## config.mk

```make
export PLATFORM = sky130hd
export DESIGN_NAME = ahb2apb_bridge
export DESIGN_NICKNAME = d
export VERILOG_FILES = /design/src/rtl/ahb2apb_pkg.sv /design/src/rtl/ahb2apb_bridge.sv
export SDC_FILE = /design/constraint.sdc
export NUM_CORES = 1
export LEC_CHECK = 0
export CORE_MARGIN = 5
export CORE_UTILIZATION = 40
export DETAILED_ROUTE_END_ITERATION = 8
export HOLD_SLACK_MARGIN = 0.15
export PLACE_DENSITY = 0.84
export SLEW_MARGIN = 20
export SYNTH_ARGS = -nofsm -noshare
export SYNTH_HDL_FRONTEND = slang
export SYNTH_SLANG_ARGS = --single-unit
```

## constraint.sdc

```tcl
create_clock -name clk -period 2.11 [get_ports clk]
set_input_delay 0.422 -clock clk [delete_from_list [all_inputs] [get_ports clk]]
set_output_delay 0.422 -clock clk [all_outputs]
set_load 0.01 [all_outputs]
```

## src/rtl/ahb2apb_pkg.sv

```systemverilog
// ahb2apb_pkg: AHB transfer-type encodings and the bridge FSM state type.
package ahb2apb_pkg;

    localparam logic [1:0] HTRANS_IDLE   = 2'd0;
    localparam logic [1:0] HTRANS_BUSY   = 2'd1;
    localparam logic [1:0] HTRANS_NONSEQ = 2'd2;
    localparam logic [1:0] HTRANS_SEQ    = 2'd3;

    typedef enum logic [2:0] {
        IDLE,
        WDATA,
        SETUP,
        ACCESS,
        ERR1,
        ERR2
    } bridge_state_e;

    // Only NONSEQ/SEQ carry a real beat; IDLE/BUSY get a zero-wait OKAY.
    function automatic logic is_xfer(input logic [1:0] t);
        case (t)
            HTRANS_NONSEQ, HTRANS_SEQ: return 1'b1;
            HTRANS_IDLE, HTRANS_BUSY:  return 1'b0;
            default:                   return 1'b0;
        endcase
    endfunction

endpackage

```

## src/rtl/ahb2apb_bridge.sv

```systemverilog
// ahb2apb_bridge: AHB-Lite slave to APB master, one beat outstanding, word-only.
// Build option APB_PSLVERR_EN adds the pslverr port and the two-cycle AHB ERROR response.
module ahb2apb_bridge
    import ahb2apb_pkg::*;
#(
    parameter int AW = 32,
    parameter int DW = 32
) (
    input  logic          clk,
    input  logic          reset_n,
    input  logic          hsel,
    input  logic [AW-1:0] haddr,
    input  logic [1:0]    htrans,
    input  logic          hwrite,
    input  logic [DW-1:0] hwdata,
    input  logic          hready_in,
    output logic          hreadyout,
    output logic [DW-1:0] hrdata,
    output logic          hresp,
    output logic [AW-1:0] paddr,
    output logic          pwrite,
    output logic [DW-1:0] pwdata,
    output logic          psel,
    output logic          penable,
    input  logic [DW-1:0] prdata,
`ifdef APB_PSLVERR_EN
    input  logic          pslverr,
`endif
    input  logic          pready
);

    bridge_state_e state;
    logic          accept;

    assign accept = hsel && hready_in && is_xfer(htrans);

`ifndef APB_PSLVERR_EN
    assign hresp = 1'b0;
`endif

    always_ff @(posedge clk or negedge reset_n) begin
        if (!reset_n) begin
            state     <= IDLE;
            hreadyout <= 1'b1;
            hrdata    <= '0;
            paddr     <= '0;
            pwrite    <= 1'b0;
            pwdata    <= '0;
            psel      <= 1'b0;
            penable   <= 1'b0;
`ifdef APB_PSLVERR_EN
            hresp     <= 1'b0;
`endif
        end else begin
            case (state)
                IDLE: if (accept) begin
                    paddr     <= haddr;
                    pwrite    <= hwrite;
                    hreadyout <= 1'b0;
                    // Writes need one cycle to pick up hwdata from the AHB data phase.
                    if (hwrite) begin
                        state <= WDATA;
                    end else begin
                        psel  <= 1'b1;
                        state <= SETUP;
                    end
                end
                WDATA: begin
                    pwdata <= hwdata;
                    psel   <= 1'b1;
                    state  <= SETUP;
                end
                SETUP: begin
                    penable <= 1'b1;
                    state   <= ACCESS;
                end
                ACCESS: if (pready) begin
                    psel    <= 1'b0;
                    penable <= 1'b0;
`ifdef APB_PSLVERR_EN
                    if (pslverr) begin
                        hresp <= 1'b1;
                        state <= ERR1;
                    end else
`endif
                    begin
                        if (!pwrite) hrdata <= prdata;
                        hreadyout <= 1'b1;
                        state     <= IDLE;
                    end
                end
`ifdef APB_PSLVERR_EN
                ERR1: begin
                    hreadyout <= 1'b1;
                    state     <= ERR2;
                end
                ERR2: begin
                    hresp <= 1'b0;
                    state <= IDLE;
                end
`endif
                default: state <= IDLE;
            endcase
        end
    end

endmodule
```

# After elaboration in Yosys (flattened, before gate mapping)
# Index checks and enable logic that the tools add are counted.
# Widths: inputs -> output; s select.
# word_totals
mem_bits_rw,0
output_inout_bits,101
n_memories,0
latch_bits,0
romBits,0
ff_bits,103
# op_classes
div_mod_pow,0
mul,0
reduce_logical,15
shift,0
eq_ne,9
n_lt_le_gt_ge,0
add_sub_neg,0
bitwise_logic,1
muxes,13
# ops
operator,count
$pmux 3 s4,1
$eq 3x2->1 const B,2
$mux 3,2
$ne 2x2->1 const B,3
$pmux 1 s2,3
$reduce_and 2->1,3
$reduce_and 3->1,2
$mux 1,5
$eq 2x2->1 const B,2
$reduce_and 4->1,1
$reduce_bool 2->1,2
$reduce_or 2->1,2
$eq 3x1->1 const B,1
$logic_not 3->1,1
$pmux 1 s3,1
$reduce_bool 3->1,1
$eq 2x1->1 const B,1
$logic_and 1x1->1,2
$logic_not 2->1,1
$mux 2,1
$not 1->1,1

# Depth between registers and ports, before layout
# Gate-level depths: netlist of the first run.
# depth
word_depth,6
depth_mapped,7
depth_no_buf,5

# Worst setup path before layout of the first run
# Ideal clock, no wire load.
# synth_path
kind,register to register
start,register state[0]
end,register paddr[19]
arrival_ns,1.361
stages_incl_launch_ff,7
path_slack_ns,0.624
n_path_buf,2
cell_sequence,dfrtp_1 > inv_1 > ha_1 > buf_4 > nand4_4 > buf_6 > mux2_2
# synth_via
elab_chain_cells,2
# synth_rtl
element,line_no,rtl
from (decl),ahb2apb_bridge.sv:32,bridge_state_e state;
from (signal assigned),ahb2apb_bridge.sv:43,state <= IDLE;
from (signal assigned),ahb2apb_bridge.sv:62,state <= WDATA;
from (signal assigned),ahb2apb_bridge.sv:65,state <= SETUP;
$logic_not 3->1,ahb2apb_bridge.sv:55,case (state)
$reduce_and 2->1 (no source line),-,
to (signal assigned),ahb2apb_bridge.sv:57,paddr <= haddr;
to (decl),ahb2apb_bridge.sv:20,"output logic [AW-1:0] paddr,"
# Every way passes these cells.
# A chain may end at the register's enable or synchronous reset.

# Worst setup path after layout of the first run
# layout_path
start,register hreadyout
end,output hreadyout
# layout_lines
element,line_no,rtl
from (decl),ahb2apb_bridge.sv:17,"output logic hreadyout,"
from (signal assigned),ahb2apb_bridge.sv:44,hreadyout <= 1'b1;
from (signal assigned),ahb2apb_bridge.sv:59,hreadyout <= 1'b0;
from (signal assigned),ahb2apb_bridge.sv:88,hreadyout <= 1'b1;
# No word-level cell between the ends.

==> run_results.csv, run 1 <==
group,metric,value,unit
outcome,outcome,"complete, no violations",
logic_synthesis,netlist_top_cells_count,"101 x dfrtp_1, 60 x mux2_2, 35 x mux2_4",
sta,setup-tns-final,0,ns
logic_synthesis,synth_area,0.004105,mm²
setup_path,crit_fanout,3,
sta,worst_clock_skew,0.005714,ns
setup_path,worstSetupPathType,"reg2out",
clocking,clockBufferDepth,2,
clocking,clkSinkCount,102,
final_layout,fin_area,0.006531,mm²
power,peakVddDrop,0.7614,mV
clocking,post_cts_buffers,0,
placed_design,dp_hpwl,7.885,mm
drt,drtIter0Drc,62,
sta,setup_slack,0.2269,ns
logic_synthesis,netlist_instances,242,
floorplanning,die_area,0.01239,mm²
final_layout,drive_gt1_share,26.54,%
floorplanning,core-area,0.01018,mm²
setup_path,crit_end,"hreadyout",
placed_design,gp_congestion,0.7748,
drt,finalWirelength,10.13,mm
floorplanning,die_w,111.3,µm
clocking,htree_levels,3,
logic_synthesis,synth_seq_cells,102,
setup_path,worst_path_largest_cell_delay,0.55,ns
final_layout,fill_cells,781,
setup_path,rr_startpoint,"state[1]",
final_layout,final_nets,559,
grt,grtUsageTotal,16.74,%
setup_path,cp.depth,1,
power,p_sw,2.800,mW
job,maxCapViolCount,0,
power,powerDensity,1463,mW/mm²
sta,period_needed,1.883,ns
placed_design,port_buffers,202,
power,total_power,9.554,mW
clocking,clk_pin_slew_worst_paths,0.09,ns
sta,rsz0062_at_grt,"false",
sta,finalCritPeriodShare,89.24,%
logic_synthesis,synthArstFlopShare,100.0,%
power,combPwrFrac,48.5,%
setup_path,rrSetupSlack,0.43,ns
placed_design,place_ws,0.3022,ns
drt,postRouteAntennaNets,0,
setup_path,r2r_cells,5,
grt,gr-total-overflow,0,
final_layout,syn2layout_area_growth,59.10,%
clocking,cts_buffers,9,
floorplanning,num_rows,37,
floorplanning,die_h,111.3,µm
logic_synthesis,yosysMostFrequentCell,"dfrtp_1",
power,p_leak,2.884,nW
drt,drt_first_pass_iters,4,
grt,antenna_found_initial,0,
logic_synthesis,yosys.area.top_type,"dfrtp_1",
logic_synthesis,avgSynthCellArea,16.96,µm²
setup_path,cp-end-kind,"primary output",
setup_path,slowest_stage,"dfstp_2",
clocking,cts-root-buf,"clkbuf_8",
sta,clock.fmax,0.5310,GHz
floorplanning,io_pins,205,
grt,grt_max_degree,53,
logic_synthesis,synthDistinctLibCells,25,
sta,hold_violations,0,
power,seqPwrFrac,36.4,%
power,p_clk_share,15.1,%
floorplanning,start_util,40.31,%
logic_synthesis,syn-num-nets,350,
clocking,clock_latency,0.36,ns
logic_synthesis,synthTopCellsByArea,"dfrtp_1 62%, mux2_2 16%, mux2_4 13%",
setup_path,cp.required,1.69,ns
logic_synthesis,ys_warn_count,0,
logic_synthesis,synth_top_area_share,61.57,%
setup_path,cp-start-kind,"register",
power,cell_internal_pwr,6.754,mW
setup_path,timing.rr.end,"paddr[25]",
logic_synthesis,ys_seq_area_share,62.21,%
final_layout,n_antenna_cell,0,
logic_synthesis,synth_flop_cell,"dfrtp_1",
hold_path,hold_path_class,"in2async",
logic_synthesis,synth_edf_count,0,
clocking,tritoncts,"yes",
grt,first_global_vias,3199,
clocking,cts_resized,0,
drt,wl_per_cell,17.11,µm
clocking,holdBufCountCts,1,
drt,drc,0,
sta,finalSetupViolCount,0,
drt,num_vias,2730,
setup_path,critPathBufInv,1,
drt,vias_per_cell,4.611,
setup_path,worst_ep_arrival_time,1.46,ns
setup_path,cp-startpoint,"hreadyout",
sta,slew_viol_final,0,
power,swShare,29.31,%
grt,grt_pass1_wl,16.55,mm
setup_path,cp_cell_sequence,"clkdlybuf4s50_1",
setup_path,cp_top_family,"flip-flops",
placed_design,place_area,0.006284,mm²
final_layout,fin_util,64.13,%
logic make-up (layout without fill, tap and decap cells):
| group | after synthesis | count (layout) | share of synthesized area (%) |
|---|---|---|---|
| buffers and inverters | 16 | 230 | 2.834 |
| DFF | 102 | 102 | 62.21 |
| and+or+nand+nor | 10 | 10 | 1.981 |
| muxes | 99 | 99 | 30.30 |
| AOI/OAI and AO/OA | 10 | 10 | 1.372 |
| adders and majority gates | 4 | 4 | 1.219 |
| other | 1 | 1 | 0.09135 |
worst reg2reg max path, delay by kind of cell (launching register included):
kind          cells  cell delay (ns)
buf+inv           2             0.37
simple gates      1             0.12
flops             1             0.41
mux               1             0.31
fa+ha+maj         1             0.37
per-stage QoR:
step                std cells  hold WS [ns]
detailed placement        575        0.3178
finish                    592        0.4841
global placement          575        0.3179
floorplan                 242        0.1264
CTS                       592        0.4764
global route              592        0.4883
per-layer routing:
metal | wire length, µm | GRT usage, % | vias to the layer above
li1 | - | - | 1260
met1 | 3835 | 18.54 | 1343
met2 | 5198 | 29.03 | 112
met3 | 914 | 7.369 | 15
met4 | 180 | 5.191 | 0
met5 | 0 | 0 | -
state kept, by name, indices dropped and copies added (netlist names):
register	count
hrdata	32
hreadyout	1
paddr	32
penable	1
psel	1
pwdata	32
pwrite	1
state	2
layout make-up:
class,count,area [µm²],area share [%]
repair buffers,210,2120,32.45
flip-flops and latches,102,2554,39.10
well taps,136,170.2,2.605
clock inverters,6,110.1,1.686
inverters,4,15.01,0.2299
multi-input cells,124,1435,21.97
clock buffers,10,127.6,1.954
layout by cell type (no fill, tap or decap), drive strengths merged:
cell           synthesis  layout
clkinvlp               0       2
o22ai                  3       3
conb                   1       1
nor2                   1       1
mux2i                  2       2
nand3b                 1       1
ha                     4       4
nand2                  2       2
a21oi                  4       4
o21ai                  2       2
mux2                  97      97
a21o                   1       1
nor3                   1       1
bufinv                 0       3
nand3                  1       1
nand2b                 2       2
nor2b                  1       1
clkinv                 0       1
inv                    4       4
dfstp                  1       1
clkbuf                 1      10
nand4                  1       1
buf                   11       8
dlygate4sd3            0       1
dfrtp                101     101
clkdlybuf4s50          0     201
how the worst min path moves through the flow:
stage,start,end,cells after the start,slack (ns)
after floorplan,reset_n,hrdata[0],0,0.13
after global placement,reset_n,hrdata[6],1,0.32
after detailed placement,reset_n,hrdata[7],1,0.32
after CTS,reset_n,paddr[15],2,0.48
after global routing,reset_n,hrdata[6],2,0.49
final,reset_n,hrdata[6],2,0.48
power groups by stage:
stage | Sequential (mW) | Combinational [mW] | Clock, mW
2_1_floorplan | 3.94 | 1.69 | 0
3_3_place_gp | 3.46 | 4.59 | 0
3_5_place_dp | 3.53 | 4.70 | 0
4_1_cts | 3.50 | 4.72 | 1.49
5_1_grt | 3.63 | 4.91 | 1.57
6_report | 3.48 | 4.63 | 1.44
Note: power is estimated with default switching activity, not from simulation.
==> inputs of run 2 (changes only) <==
--- a/config.mk
+++ b/config.mk
@@ -10,6 +10,7 @@
 export DETAILED_ROUTE_END_ITERATION = 8
 export HOLD_SLACK_MARGIN = 0.15
 export PLACE_DENSITY = 0.84
+export SKIP_LAST_GASP = 1
 export SLEW_MARGIN = 20
 export SYNTH_ARGS = -nofsm -noshare
 export SYNTH_HDL_FRONTEND = slang
==> results of run 2 <==
The final DEF is identical to that of run 1; final timing and power are the same.
